## src/rtl/bcd_scan_decoder.sv

```systemverilog
// -----------------------------------------------------------------------------
// bcd_scan_decoder
//
// Buffers a packed word of DIGITS BCD nibbles and scans it out one digit at a
// time. Each digit is shown as a registered one-hot 10-line decimal code, and
// a one-hot digit select is held for SCAN_DIV cycles per digit. Codes 10..15
// are flagged instead of being decoded.
//
// Parameters
//   DIGITS    number of BCD digits in the input word (>= 1)
//   SCAN_DIV  cycles each digit is held on the outputs (>= 1)
//
// Ports
//   clk        sole clock, rising edge
//   rst        synchronous active-high reset
//   in_valid   in_bcd carries a word to load
//   in_ready   a word can be accepted this cycle
//   in_bcd     packed BCD, digit k = in_bcd[4k+3:4k], digit 0 least significant
//   dec_out    one-hot decimal of the current digit, zero for bad codes / idle
//   digit_sel  one-hot select of the current digit, zero when idle
//   digit_idx  binary index of the current digit
//   err_digit  current digit's code is 10..15
//   err_frame  loaded word holds at least one bad digit (sticky until the
//              next accept)
//   done       one-cycle pulse on the last cycle of a frame
//
// Build option
//   BCD_SCAN_REPEAT_EN  when defined, the block refreshes continuously: after
//                       the last digit it wraps to digit 0 and stays in SCAN.
//                       in_ready is high in IDLE and in the last cycle of each
//                       frame, where an accept swaps in the new word with no
//                       gap. When undefined, each accepted word is scanned
//                       once and the block returns to IDLE.
// -----------------------------------------------------------------------------
module bcd_scan_decoder #(
   parameter int DIGITS   = 4,
   parameter int SCAN_DIV = 4,
   localparam int IDX_W   = (DIGITS > 1) ? $clog2(DIGITS) : 1
) (
   input  logic                  clk,
   input  logic                  rst,
   input  logic                  in_valid,
   output logic                  in_ready,
   input  logic [4*DIGITS-1:0]   in_bcd,
   output logic [9:0]            dec_out,
   output logic [DIGITS-1:0]     digit_sel,
   output logic [IDX_W-1:0]      digit_idx,
   output logic                  err_digit,
   output logic                  err_frame,
   output logic                  done
);

   localparam int CNT_W = (SCAN_DIV > 1) ? $clog2(SCAN_DIV) : 1;
   localparam logic [CNT_W-1:0] CNT_LAST = CNT_W'(SCAN_DIV - 1);
   localparam logic [IDX_W-1:0] IDX_LAST = IDX_W'(DIGITS - 1);

   typedef enum logic {
      S_IDLE = 1'b0,
      S_SCAN = 1'b1
   } state_t;

   // ---------------------------------------------------------------------
   // State and output registers
   // ---------------------------------------------------------------------
   state_t                state_q, state_d;
   logic [4*DIGITS-1:0]   word_q, word_d;
   logic [IDX_W-1:0]      idx_q, idx_d;
   logic [CNT_W-1:0]      cnt_q, cnt_d;
   logic                  err_frame_q, err_frame_d;

   logic [9:0]            dec_out_q, dec_out_d;
   logic [DIGITS-1:0]     digit_sel_q, digit_sel_d;
   logic [IDX_W-1:0]      digit_idx_q, digit_idx_d;
   logic                  err_digit_q, err_digit_d;
   logic                  done_q, done_d;
   logic                  in_ready_q, in_ready_d;

   // ---------------------------------------------------------------------
   // Per-digit helpers
   // ---------------------------------------------------------------------
   logic [DIGITS-1:0]     bad_in;      // incoming digit is 10..15
   logic [3:0]            nib_d [DIGITS];
   logic [DIGITS-1:0]     sel_lines;
   logic [9:0]            dec_lines;
   logic [3:0]            cur_code;
   logic                  accept;
   logic                  scan_d;

   generate
      for (genvar gi = 0; gi < DIGITS; gi++) begin : g_digit
         // A nibble is >= 10 exactly when bit 3 is set together with bit 2 or bit 1.
         assign bad_in[gi]    = in_bcd[4*gi+3] & (in_bcd[4*gi+2] | in_bcd[4*gi+1]);
         assign nib_d[gi]     = word_d[4*gi +: 4];
         assign sel_lines[gi] = (idx_d == IDX_W'(gi));
      end

      // Codes 10..15 match none of the ten lines, so they decode to all-zero.
      for (genvar gi = 0; gi < 10; gi++) begin : g_dec
         assign dec_lines[gi] = (cur_code == 4'(gi));
      end
   endgenerate

   // The in_ready register mirrors "accepting this cycle", so the handshake is
   // qualified by the registered flag rather than by the state directly.
   assign accept   = in_valid & in_ready_q;

   // Outputs are decoded from the *next* word/index so that they appear in the
   // same cycle the state does, fully registered.
   assign cur_code = nib_d[idx_d];

   // ---------------------------------------------------------------------
   // Next-state logic
   // ---------------------------------------------------------------------
   always_comb begin
      state_d     = state_q;
      word_d      = word_q;
      idx_d       = idx_q;
      cnt_d       = cnt_q;
      err_frame_d = err_frame_q;

      case (state_q)
         S_IDLE: begin
            if (accept) begin
               state_d     = S_SCAN;
               word_d      = in_bcd;
               idx_d       = '0;
               cnt_d       = '0;
               err_frame_d = |bad_in;
            end
         end

         S_SCAN: begin
            if (cnt_q == CNT_LAST) begin
               cnt_d = '0;
               if (idx_q == IDX_LAST) begin
                  idx_d = '0;
`ifdef BCD_SCAN_REPEAT_EN
                  // Frame boundary: either rescan the same word or take the
                  // offered one; the state stays in SCAN either way.
                  if (accept) begin
                     word_d      = in_bcd;
                     err_frame_d = |bad_in;
                  end
`else
                  state_d = S_IDLE;
`endif
               end else begin
                  idx_d = idx_q + 1'b1;
               end
            end else begin
               cnt_d = cnt_q + 1'b1;
            end
         end

         default: begin
            state_d = S_IDLE;
         end
      endcase
   end

   // ---------------------------------------------------------------------
   // Registered output values
   // ---------------------------------------------------------------------
   always_comb begin
      scan_d      = (state_d == S_SCAN);
      dec_out_d   = '0;
      digit_sel_d = '0;
      digit_idx_d = '0;
      err_digit_d = 1'b0;
      done_d      = 1'b0;
      in_ready_d  = 1'b1;

      if (scan_d) begin
         dec_out_d   = dec_lines;
         digit_sel_d = sel_lines;
         digit_idx_d = idx_d;
         err_digit_d = (cur_code > 4'd9);
         done_d      = (cnt_d == CNT_LAST) && (idx_d == IDX_LAST);
`ifdef BCD_SCAN_REPEAT_EN
         // Only the last cycle of a frame is open for a replacement word.
         in_ready_d  = done_d;
`else
         in_ready_d  = 1'b0;
`endif
      end
   end

   // ---------------------------------------------------------------------
   // Registers
   // ---------------------------------------------------------------------
   always_ff @(posedge clk) begin
      if (rst) begin
         state_q     <= S_IDLE;
         word_q      <= '0;
         idx_q       <= '0;
         cnt_q       <= '0;
         err_frame_q <= 1'b0;
         dec_out_q   <= '0;
         digit_sel_q <= '0;
         digit_idx_q <= '0;
         err_digit_q <= 1'b0;
         done_q      <= 1'b0;
         // Reset lands in IDLE, which is always open for a word.
         in_ready_q  <= 1'b1;
      end else begin
         state_q     <= state_d;
         word_q      <= word_d;
         idx_q       <= idx_d;
         cnt_q       <= cnt_d;
         err_frame_q <= err_frame_d;
         dec_out_q   <= dec_out_d;
         digit_sel_q <= digit_sel_d;
         digit_idx_q <= digit_idx_d;
         err_digit_q <= err_digit_d;
         done_q      <= done_d;
         in_ready_q  <= in_ready_d;
      end
   end

   assign in_ready  = in_ready_q;
   assign dec_out   = dec_out_q;
   assign digit_sel = digit_sel_q;
   assign digit_idx = digit_idx_q;
   assign err_digit = err_digit_q;
   assign err_frame = err_frame_q;
   assign done      = done_q;

endmodule
```

## config.mk

```make
export PLATFORM = sky130hd
export DESIGN_NAME = bcd_scan_decoder
export DESIGN_NICKNAME = d
export VERILOG_FILES = /design/src/rtl/bcd_scan_decoder.sv
export SDC_FILE = /design/constraint.sdc
export NUM_CORES = 1
export LEC_CHECK = 0
export BUFFER_PORTS_ARGS = -buffer_cell sky130_fd_sc_hd__buf_2
export CAP_MARGIN = 25
export CORE_UTILIZATION = 30
export DETAILED_ROUTE_END_ITERATION = 10
export GPL_TIMING_DRIVEN = 0
export PLACE_DENSITY = 0.49
export SYNTH_ARGS = -nofsm -noshare
export SYNTH_HDL_FRONTEND = slang
export SYNTH_SLANG_ARGS = --single-unit
export TNS_END_PERCENT = 100
```

## constraint.sdc

```tcl
create_clock -name clk -period 2.15 [get_ports clk]
set_clock_uncertainty 0.15 [all_clocks]
set_input_delay 0.3225 -clock clk [delete_from_list [all_inputs] [get_ports clk]]
set_output_delay 0.3225 -clock clk [all_outputs]
set_load 0.01 [all_outputs]
```

# --- After elaboration in Yosys (flattened, before gate mapping) ---
# Index checks and enable logic that the tools add are counted.
classes:
  addsub: 2
  magnitude_cmp: 2
  eq_ne: 15
  n_mux: 17
  bitwise: 12
  reduce_logical: 6
ops:
  columns: ["cell", "n"]
  rows:
  - ["$mux W16", 2]
  - ["$eq A4 B3 Y1 const B", 4]
  - ["$eq A2 B2 Y1 const B", 5]
  - ["$mux W2", 5]
  - ["$bmux W4 S2", 1]
  - ["$eq A4 B2 Y1 const B", 2]
  - ["$eq A4 B4 Y1 const B", 2]
  - ["$mux W4", 2]
  - ["$pmux W2 S2", 2]
  - ["$and A1 B1 Y1", 5]
  - ["$add A2 B1 Y2 const B", 2]
  - ["$eq A4 B1 Y1 const B", 1]
  - ["$gt A4 B4 Y1 const B", 1]
  - ["$logic_not A4 Y1", 1]
  - ["$mux W1", 4]
  - ["$or A1 B1 Y1", 4]
  - ["$reduce_or A4 Y1", 1]
  - ["$ge A3 B3 Y1 const B", 1]
  - ["$not A2 Y3", 1]
  - ["$eq A2 B1 Y1 const B", 1]
  - ["$logic_not A2 Y1", 1]
  - ["$not A1 Y1", 2]
  - ["$pmux W1 S2", 1]
  - ["$reduce_and A2 Y1", 1]
  - ["2 further kinds", 2]
totals:
  reg_bits: 41

# --- Longest topological paths before layout ---
depth:
  word_depth: 9
  ltp_mapped: 8
  depth_no_buf: 7

# --- Worst setup path before layout ---
# OpenSTA, ideal clock, no wires.
synth_timing:
  kind: "register to register"
  from: "register cnt_q[1]"
  to: "register dec_out_q[0] (netlist: dec_out[0])"
  t_arrival_ps: 2055
  path_slack_ps: -120
  stages_incl_launch_ff: 8
  n_path_buf: 0
  period_less_slack_ps: 2270
  path_cell_list: "dfxtp_1 -> ha_1 -> or3b_4 -> a21oi_4 -> nor3_1 -> a32oi_2 -> or4b_4 -> nor2_1"
synth_via:
  elab_chain_len: 8
  word_cells_on_any_way: 12
  cone_classes: "eq/ne (1); mux (7); bitwise (2); reduce/logical (2)"
synth_lines:
  columns: ["item", "line_no", "source"]
  rows:
  - ["start, declared", "68", "logic [CNT_W-1:0] cnt_q, cnt_d;"]
  - ["start signal, assigned", "209", "cnt_q <= cnt_d;"]
  - ["$eq A2 B2 Y1 (*)", "133", "if (cnt_q == CNT_LAST) begin"]
  - ["$mux W2", "133", null]
  - ["$pmux W2 S2", "121", "case (state_q)"]
  - ["$not A2 Y3 (not written as such)", "109", "assign cur_code = nib_d[idx_d];"]
  - ["$bmux W4 S2", "109", null]
  - ["$mux W4 (not written as such) (2 in a row)", "109", null]
  - ["$logic_not A4 Y1", "99", "assign dec_lines[gi] = (cur_code == 4'(gi));"]
  - ["end signal, assigned", "211", "dec_out_q <= dec_out_d;"]
  - ["end, declared", "71", "logic [9:0] dec_out_q, dec_out_d;"]
# Mark *: on every way between the ends. The rest lies on a longest branch, timed or not. The select of a mux whose other input is x is not followed.
# A chain may end at the register's enable or synchronous reset.

# --- Final worst setup path ---
layout_timing:
  from: "register cnt_q[0]"
  to: "register dec_out_q[1] (netlist: dec_out[1])"
layout_via:
  elab_chain_len: 8
  word_cells_on_any_way: 12
  cone_classes: "eq/ne (2); mux (7); bitwise (2); reduce/logical (1)"
layout_lines:
  columns: ["item", "line_no"]
  rows:
  - ["$eq A2 B2 Y1 (*)", "133"]
  - ["$mux W2", "133"]
  - ["$pmux W2 S2", "121"]
  - ["$not A2 Y3 (not written as such)", "109"]
  - ["$bmux W4 S2", "109"]
  - ["$mux W4 (not written as such) (2 in a row)", "109"]
  - ["$eq A4 B1 Y1", "99"]
# Marks and branches as above.

==> qor.yml <==
diodes: 0
grt_pass1_wl_um: 6672
finalMaxSlewViolations: 0
ys_warn_count: 0
wl_met2_um: 1806
slowest_stage: "or4b_4"
ys_ff_latch: 41
clockBufferDepth: 2
cp-startpoint: "cnt_q[0]$_SDFF_PP0_"
yosys.cell_types.count: 46
finalWeightedCongestion: 0.7488
clk_latency_ns: 0.30
wirelength_um: 3944
cts_made_buffers: 5
violations: "setup timing"
fin_nets: 257
power_switching_mw: 0.3980
maxCapViolCount: 0
synth_async_sr_flop_share_pct: 0
hold_start: "rst"
status: "finished with violations"
wire_per_inst_um: 12.89
end_kind: "flip-flop"
start_util_pct: 31.75
hold_class: "in -> reg"
synth.area.top_cells: "dfxtp_1 (49%), nand2_1 (5.9%), a21oi_1 (4.8%)"
place_inst: 286
powerDensity_nw_per_um2: 673.9
ios: 39
cts_tree: "built"
power_frac_seq_pct: 52.1
netlist_area_sq_um: 1663
dp_worst_setup_slack_ns: -0.3449
ant_nets: 0
top_layer: "met4"
synth_top_area_cell: "dfxtp_1"
path_class: "reg -> reg"
clk_pin_slew_ns: 0.07
n_fill_cell: 535
pwr-share-comb_pct: 14.9
drt-pass1-iter-count: 4
syn_area_per_cell_sq_um: 9.342
yosysSeqAreaShare_pct: 49.36
seq_area_sq_um: 834.6
m1WireLength_um: 1909
synth_nets: 199
rows: 26
overflow: 0
ys.flop_type: "dfxtp_1"
first_iter_violations: 37
numClockSinks: 41
die-area_sq_um: 5845
worstPathRequired_ns: 2.24
slowest_delay_ns: 0.56
core-area_sq_um: 5238
hpwlAfterDp_um: 2762
fmax_ghz: 0.4415
drc: 0
yosys.area.top_type_share_pct: 49.36
met3_length_um: 168
finalCritPeriodShare_pct: 105.3
cts-htree-levels: 2
vdd_drop_max_v: 0.0003743
grt_max_degree: 13
vias: 1407
clock-root-buffer: "clkbuf_8"
grt_usage_pct: 14.59
postCtsHoldBufs: 0
grt_setup_unrepaired: "yes"
crit_arrival_ns: 2.35
multi_input_area_sq_um: 915.9
critPathBufInv: 0
synth-edff-count: 0
grt_pass1_vias: 1387
slew_headroom_pct: 65.51
crit_chain: "ha_4 -> or3b_4 -> a21oi_4 -> o22ai_1 -> o21a_1 -> or4b_4 -> nor2_1"
vias_per_cell: 4.598
syn_to_final_growth_pct: 38.00
startpoint_type: "flip-flop"
postLayoutSetupSlackWorst_ns: -0.1148
critical_path.max_fanout: 7
p_int_mw: 1.148
final_cells: 306
period_needed_ns: 2.265
antenna_found_initial: 0
path_delay_family: "simple AND/OR/NAND/NOR gates"
port_buffers: 38
setup_viol: 10
drive_above_1_share_pct: 42.37
die_w_um: 76.45
rr_startpoint: "cnt_q[0]$_SDFF_PP0_"
finalHoldViolCount: 0
pwr-share-clk_pct: 33.0
p_sw_share_pct: 25.74
die_y_um: 76.45
p_leak_nw: 0.9685
syn_inst: 178
worst_pin_slew_ns: 0.5174
## synthesized netlist by cell type (2+ instances only)
| library cell | count |
|---|---|
| clkbuf_1 | 5 |
| nand2_1 | 26 |
| inv_1 | 3 |
| and3_4 | 2 |
| o22ai_1 | 2 |
| nor4_1 | 2 |
| nor2_1 | 19 |
| buf_2 | 3 |
| mux2i_1 | 6 |
| nor2b_1 | 4 |
| o21ai_0 | 4 |
| dfxtp_1 | 41 |
| nor3_1 | 7 |
| ha_1 | 2 |
| or2_1 | 2 |
| nand2b_1 | 2 |
| and3_1 | 2 |
| mux2_2 | 3 |
| a21oi_1 | 16 |
## placed cells by master, fill, tap and decap left out, types with 2 or more instances in the layout
| cell | netlist | routed |
|---|---|---|
| and3_4 | 2 | 2 |
| a21oi_2 | 0 | 2 |
| nor2_2 | 1 | 2 |
| mux2_4 | 0 | 2 |
| dfxtp_1 | 41 | 36 |
| nor3_1 | 7 | 4 |
| o22ai_1 | 2 | 2 |
| buf_6 | 1 | 4 |
| or2_4 | 0 | 2 |
| a21oi_1 | 16 | 14 |
| nand2_1 | 26 | 26 |
| mux2i_4 | 0 | 2 |
| nand2b_1 | 2 | 2 |
| clkbuf_1 | 5 | 5 |
| dfxtp_4 | 0 | 3 |
| dfxtp_2 | 0 | 2 |
| buf_2 | 3 | 38 |
| nor2b_1 | 4 | 4 |
| mux2i_1 | 6 | 3 |
| and3_1 | 2 | 2 |
| o21ai_0 | 4 | 4 |
| inv_1 | 3 | 3 |
| nor2_1 | 19 | 17 |
| buf_4 | 0 | 13 |
| nor3_2 | 0 | 3 |
| ha_4 | 0 | 2 |
| clkbuf_8 | 0 | 6 |
## worst paths after layout
path	cells after the start	end	slack [ns]
setup / recovery	7	dec_out[1]$_SDFF_PP0_	-0.11
hold / removal	2	word_q[0]$_SDFF_PP0_	0.09
setup reg to reg	7	dec_out[1]$_SDFF_PP0_	-0.11
hold reg to reg	2	word_q[14]$_SDFF_PP0_	0.31
## power by group through the flow
stage / sequential [mW] / clock, mW / combinational, mW
floorplan: 0.827 / 0 / 0.127
global placement: 0.823 / 0 / 0.196
detailed placement: 0.824 / 0 / 0.195
CTS: 0.807 / 0.522 / 0.213
global route: 0.810 / 0.568 / 0.255
finish: 0.806 / 0.510 / 0.230
## state kept, by name (all words and copies together), names as in the netlist, 2 cells and up
signal,flops
cnt_q,2
dec_out,10
digit_idx,2
digit_sel,4
idx_q,2
word_q,16
## final cells by class
cell class	instances	area share, %
timing repair buffer	51	12.70
inverter	4	0.6543
multi-input combinational	124	39.91
clock buffer	6	3.599
clock inverter	1	0.3272
sequential	41	36.37
buffer	9	2.617
tap	70	3.817
## repair_timing
item	CTS	global route
setup endpoints to repair	11	11
pin swaps	8	4
cloned	0	0
buffers inserted	9	4
resized for setup	19	17
## metrics by stage
step	util [%]	hold WS [ns]	TNS (ns)	power, mW	cell area (sq um)
floorplan	-	0.2441	-0.4951	0.9537	1673
global placement	37.24	0.2923	-3.168	1.019	1951
detailed placement	37.24	0.2969	-3.184	1.019	1951
CTS	41.81	0.09336	-0.6228	1.542	2190
global route	43.81	0.09336	-1.717	1.633	2295
finish	43.81	0.09154	-0.6615	1.546	2295
## layer usage
| metal | global-route usage (%) | up-vias |
|---|---|---|
| met5 | 0 | - |
| met4 | 5.192 | 0 |
| met3 | 3.234 | 6 |
| met2 | 23.87 | 36 |
| met1 | 18.75 | 641 |
| li1 | - | 724 |
## cell families after synthesis
logic type / Yosys count / synth area share [%]
buffers and inverters: 13 / 3.611
muxes: 11 / 7.675
AOI/OAI and AO/OA: 33 / 13.24
DFF: 41 / 49.36
and+or+nand+nor: 78 / 24.60
adders and majority gates: 2 / 1.505
Note: power is estimated with default switching activity, not from simulation.
